--- src/rtl/seq_onehot_decoder.sv ---
// Registered SEL_W-to-2**SEL_W one-hot select decoder with valid/ready intake.
// Level mode holds the word until the next command; pulse mode holds it PULSE_LEN cycles.
module seq_onehot_decoder #(
    parameter int SEL_W     = 4,
    parameter int PULSE_LEN = 1
) (
    input  logic                    clk_in,
    input  logic                    rst_n_in,
    input  logic                    en_n_in,
    input  logic                    mode_in,
    input  logic                    in_valid_in,
    output logic                    in_ready_out,
    input  logic [SEL_W-1:0]        sel_in,
    output logic [(1<<SEL_W)-1:0]   y_out,
    output logic                    out_valid_out,
    output logic                    ovf_out
);
    localparam int OUT_W = 1 << SEL_W;
    localparam int CNT_W = ($clog2(PULSE_LEN + 1) < 1) ? 1 : $clog2(PULSE_LEN + 1);

    typedef enum logic [1:0] {IDLE, HOLD, PULSE} state_t;

    state_t             state, state_nxt;
    logic [CNT_W-1:0]   cnt, cnt_nxt;
    logic [OUT_W-1:0]   y, y_nxt;
    logic               mode_q, mode_nxt;
    logic               ovf, ovf_nxt;
    logic               live;
    logic               accept;

    assign in_ready_out = !en_n_in && (state == IDLE || state == HOLD);
    assign accept       = in_valid_in && in_ready_out;

    always_ff @(posedge clk_in or negedge rst_n_in) begin
        if (!rst_n_in) begin
            state  <= IDLE;
            cnt    <= '0;
            y      <= '0;
            mode_q <= 1'b0;
            ovf    <= 1'b0;
            live   <= 1'b0;
        end else begin
            state  <= state_nxt;
            cnt    <= cnt_nxt;
            y      <= y_nxt;
            mode_q <= mode_nxt;
            ovf    <= ovf_nxt;
            live   <= (state_nxt != IDLE);
        end
    end

    always_comb begin
        state_nxt = state;
        cnt_nxt   = cnt;
        y_nxt     = y;
        mode_nxt  = mode_q;
        ovf_nxt   = ovf;
        if (en_n_in) begin
            // Disable wins over everything, including a running pulse.
            state_nxt = IDLE;
            cnt_nxt   = '0;
            y_nxt     = '0;
            ovf_nxt   = 1'b0;
        end else begin
            if (in_valid_in && !in_ready_out)
                ovf_nxt = 1'b1;
            if (accept) begin
                y_nxt    = {{(OUT_W-1){1'b0}}, 1'b1} << sel_in;
                mode_nxt = mode_in;
                if (mode_in) begin
                    state_nxt = PULSE;
                    cnt_nxt   = CNT_W'(PULSE_LEN - 1);
                end else begin
                    state_nxt = HOLD;
                end
            end else if (state == PULSE && mode_q) begin
                if (cnt != '0) begin
                    cnt_nxt = cnt - 1'b1;
                end else begin
                    y_nxt     = '0;
                    state_nxt = IDLE;
                end
            end
        end
    end

    assign y_out         = y;
    assign out_valid_out = live;
    assign ovf_out       = ovf;
endmodule

--- config.mk ---
export PLATFORM = sky130hd
export DESIGN_NAME = seq_onehot_decoder
export DESIGN_NICKNAME = d
export VERILOG_FILES = /design/src/rtl/seq_onehot_decoder.sv
export SDC_FILE = /design/constraint.sdc
export NUM_CORES = 1
export LEC_CHECK = 0
export BUFFER_PORTS_ARGS = -buffer_cell sky130_fd_sc_hd__buf_2
export CAP_MARGIN = 30
export CELL_PAD_IN_SITES_DETAIL_PLACEMENT = 0
export CELL_PAD_IN_SITES_GLOBAL_PLACEMENT = 1
export CORE_ASPECT_RATIO = 0.7
export CORE_MARGIN = 1.5
export CORE_UTILIZATION = 40
export DETAILED_ROUTE_END_ITERATION = 12
export GPL_TIMING_DRIVEN = 1
export PLACE_DENSITY_LB_ADDON = 0.1
export SLEW_MARGIN = 25
export SYNTH_ARGS = -nofsm -noshare
export SYNTH_HDL_FRONTEND = slang
export SYNTH_SLANG_ARGS = --single-unit
--- constraint.sdc ---
create_clock -name clk_in -period 2.99 [get_ports clk_in]
set_clock_uncertainty 0.15 [all_clocks]
set_input_delay 0.1495 -clock clk_in [delete_from_list [all_inputs] [get_ports clk_in]]
set_output_delay 0.1495 -clock clk_in [all_outputs]
set_load 0.05 [all_outputs]
==> summary.txt <==
Outcome
  – Run status: complete, no violations

Placed design
  – Gpl congestion: ~0.85
  – Placed Instance Area: 1010 um^2
  – Number of port buffers: 27
  – Estimated wirelength of the detail-placed design: between 1 and 1.5 mm

Setup path
  – Buffer and inverter count on the worst path: 3
  – Stage delay of the slowest cell on the critical path: ~530 ps
  – Crit path max fanout: 6
  – Critical path type: input port to output pin
  – Slowest stage cell on the critical path: sky130_fd_sc_hd__dlygate4sd3_1
  – Arrival time of data at the critical path endpoint: 1500 ps
  – Most frequent cell on the critical path: sky130_fd_sc_hd__buf_2
  – Crit end category: output pin
  – Startpoint kind of the worst setup timing path: input port
  – Critical path's top delay family: buffers and inverters
  – Worst Path Required: approximately 2700 ps
  – Critical path cell sequence: dlygate4sd3_1, buf_2, nor2_1, buf_2

Timing
  – Worst rel slew slack: 0.522
  – Pin slew with the least headroom to its limit: just over 700 ps
  – Setup violations, final: 0
  – Hold Vio Cnt, Final: 0
  – Setup repair after global routing missed its margin: no
  – Timing-limited maximum frequency: around 550 MHz
  – Share of the cycle needed by the critical path after routing: 0.603
  – Post-route minimum period: 1800 ps
  – Aggregate negative setup slack: 0 ps
  – Max-slew violation count: 0

Clock tree
  – # resized after CTS: 0
  – Clk sink count: 21
  – Root Buffer Master: sky130_fd_sc_hd__clkbuf_4
  – Number of levels the H-tree was split into: 1
  – CTS tree: yes
  – Source-to-sink clock delay at the later pin of the worst-skew pair: ~300 ps
  – Maximum count of clock buffers along a single path: 2
  – Clock-pin transition on the worst setup and hold timing paths: between 100 and 150 ps
  – Number of buffers inserted during clock tree synthesis: 3
  – Buffers inserted by post-CTS timing repair: 0

GRT
  – Pin count of the biggest net entering global routing: 22
  – First-pass GRT wire length: just under 3 mm
  – Vias in the first global route: between 600 and 700
  – Initial antenna violation count: 0
  – Overall Global Routing Usage: 0.162
  – Global route overflow: 0

Detailed routing
  – Post-DR vias/cell: about 5.3
  – Total Wirelength: between 1.5 and 2 mm
  – Total iterations of the first detailed-routing run: 4
  – Via count: roughly 650
  – Remaining number of nets flagged by the antenna check after routing: 0
  – DR WL/cell: about 15 um
  – DRC: 0
  – Initial DRC count: 26

Die
  – Die height: 41.9 um
  – Placeable core region: between 1500 and 2000 um^2
  – Die Footprint: 2450 um^2
  – Floorplan die width: around 60 um
  – Effective utilization at floorplan: 0.446
  – Ports: 28
  – Row count: 13

Flow run
  – Number of max-capacitance violations reported: 0

Cells and area
  – Count of nets after finishing: 109
  – Share of final-layout standard cells stronger than drive strength 1: 0.374
  – Finished Cell Area: approximately 1100 um^2
  – Commonest cells after routing, fill and taps aside: sky130_fd_sc_hd__buf_2, sky130_fd_sc_hd__dfrtp_1, sky130_fd_sc_hd__o2bb2ai_1
  – Ant. Diodes: 0
  – Relative area change from synthesis to final layout: 25.2%
  – Most common library cell in the layout ignoring fill and taps: sky130_fd_sc_hd__buf_2

Pwr
  – Leakage power total: 0.000562 uW
  – VDD IR max: about 270 uV
  – Power density over cell area: 480 nW/um^2
  – Sum of internal, switching and leakage power: 519 uW

Synth
  – Gate count after technology mapping: 65
  – Netlist cell types: 21
  – Count of warnings emitted by yosys: 0
  – Register area share after synthesis: 0.609
  – Number of storage elements in the synthesis netlist: 21
  – Total nets after synthesis: between 70 and 80
  – Post-Synthesis Mean Instance Area: 13.3 um^2
  – Post-synthesis cell area: between 800 and 900 um^2

Hold path
  – Class of the most critical hold timing path: input port to flop
sequential cells by signal, indices dropped and copies added (netlist names):
name and flops:
mode_q 1, out_valid_out 1, ovf_out 1, state 2, y_out 16
power by group:
| part | internal, uW | switching [uW] | total (uW) |
|---|---|---|---|
| logic | 26.0 | 57.1 | 83.2 |
| registers | 293 | 8.32 | 302 |
| clock network | 52.1 | 82.0 | 134 |
worst reg2reg max path: cells and delay by family, from the launching register on:
kind            cells  cell delay [ps]
buf+inv             1              550
flops               1              480
simple gates        2              370
compound gates      1              130
layer usage:
metal / GRT usage / vias to the layer above / routed length (um)
li1: - / 314 / -
met1: 0.224 / 310 / 911
met2: 0.222 / 17 / 742
met3: 0.0717 / 4 / 94
met4: 0.0605 / 0 / 25
met5: 0 / - / 0
through the flow:
step,hold slack [ps],setup WS (ps),cells,util
global route,28.4,1110,121,0.559
global placement,-26.8,1330,113,0.524
floorplan,-296,973,65,-
detailed placement,-11.7,1300,113,0.524
CTS,22.8,1190,121,0.559
finish,30.2,1190,121,0.559
area by class of cell:
cell class,count,area [um^2]
fill,170,855
sequential,21,526
multi-input combinational,41,319
timing repair buffer,31,175
tap,22,27.5
clock buffer,4,26.3
inverter,2,7.51
what timing repair did:
action                                 CTS  global route
endpoints found under the hold margin   26             0
hold buffers                             4             0
setup endpoints to repair                0             0
cell usage after synthesis, drive strengths merged:
| cell | number | share of area |
|---|---|---|
| dfrtp | 21 | 0.61 |
| a32o | 2 | 0.026 |
| a21oi | 4 | 0.023 |
| nand4 | 1 | 0.0073 |
| nor2 | 4 | 0.017 |
| inv | 2 | 0.0087 |
| buf | 1 | 0.013 |
| nand2 | 3 | 0.013 |
| mux2 | 1 | 0.013 |
| o2bb2ai | 8 | 0.081 |
| and4bb | 1 | 0.014 |
| a311oi | 1 | 0.030 |
| nor3b | 1 | 0.0087 |
| and4b | 1 | 0.012 |
| or2 | 1 | 0.0073 |
| nand2b | 2 | 0.014 |
| o21ai | 1 | 0.0058 |
| nand4b | 1 | 0.010 |
| nor2b | 3 | 0.025 |
| a22o | 6 | 0.061 |
final timing paths:
path,start,endpoint,slack (ps),cells after the start
max in group asynchronous,rst_n_in,y_out[13],2190,2
hold reg to reg,y_out[6],y_out[6],340,1
min in group asynchronous,rst_n_in,y_out[12],180,2
setup reg to reg,state[1],state[1],1260,4
hold / removal,sel_in[0],y_out[3],30,3
setup / recovery,en_n_in,in_ready_out,1190,4
kinds of logic (layout without fill, tap and decap cells):
family / count (synthesis) / count (layout) / share of synthesized area
compound gates: 22 / 22 / 0.228
flops: 21 / 21 / 0.609
simple gates: 18 / 18 / 0.129
mux: 1 / 1 / 0.0130
buf+inv: 3 / 37 / 0.0217
Power figures use the tool's default switching activity.
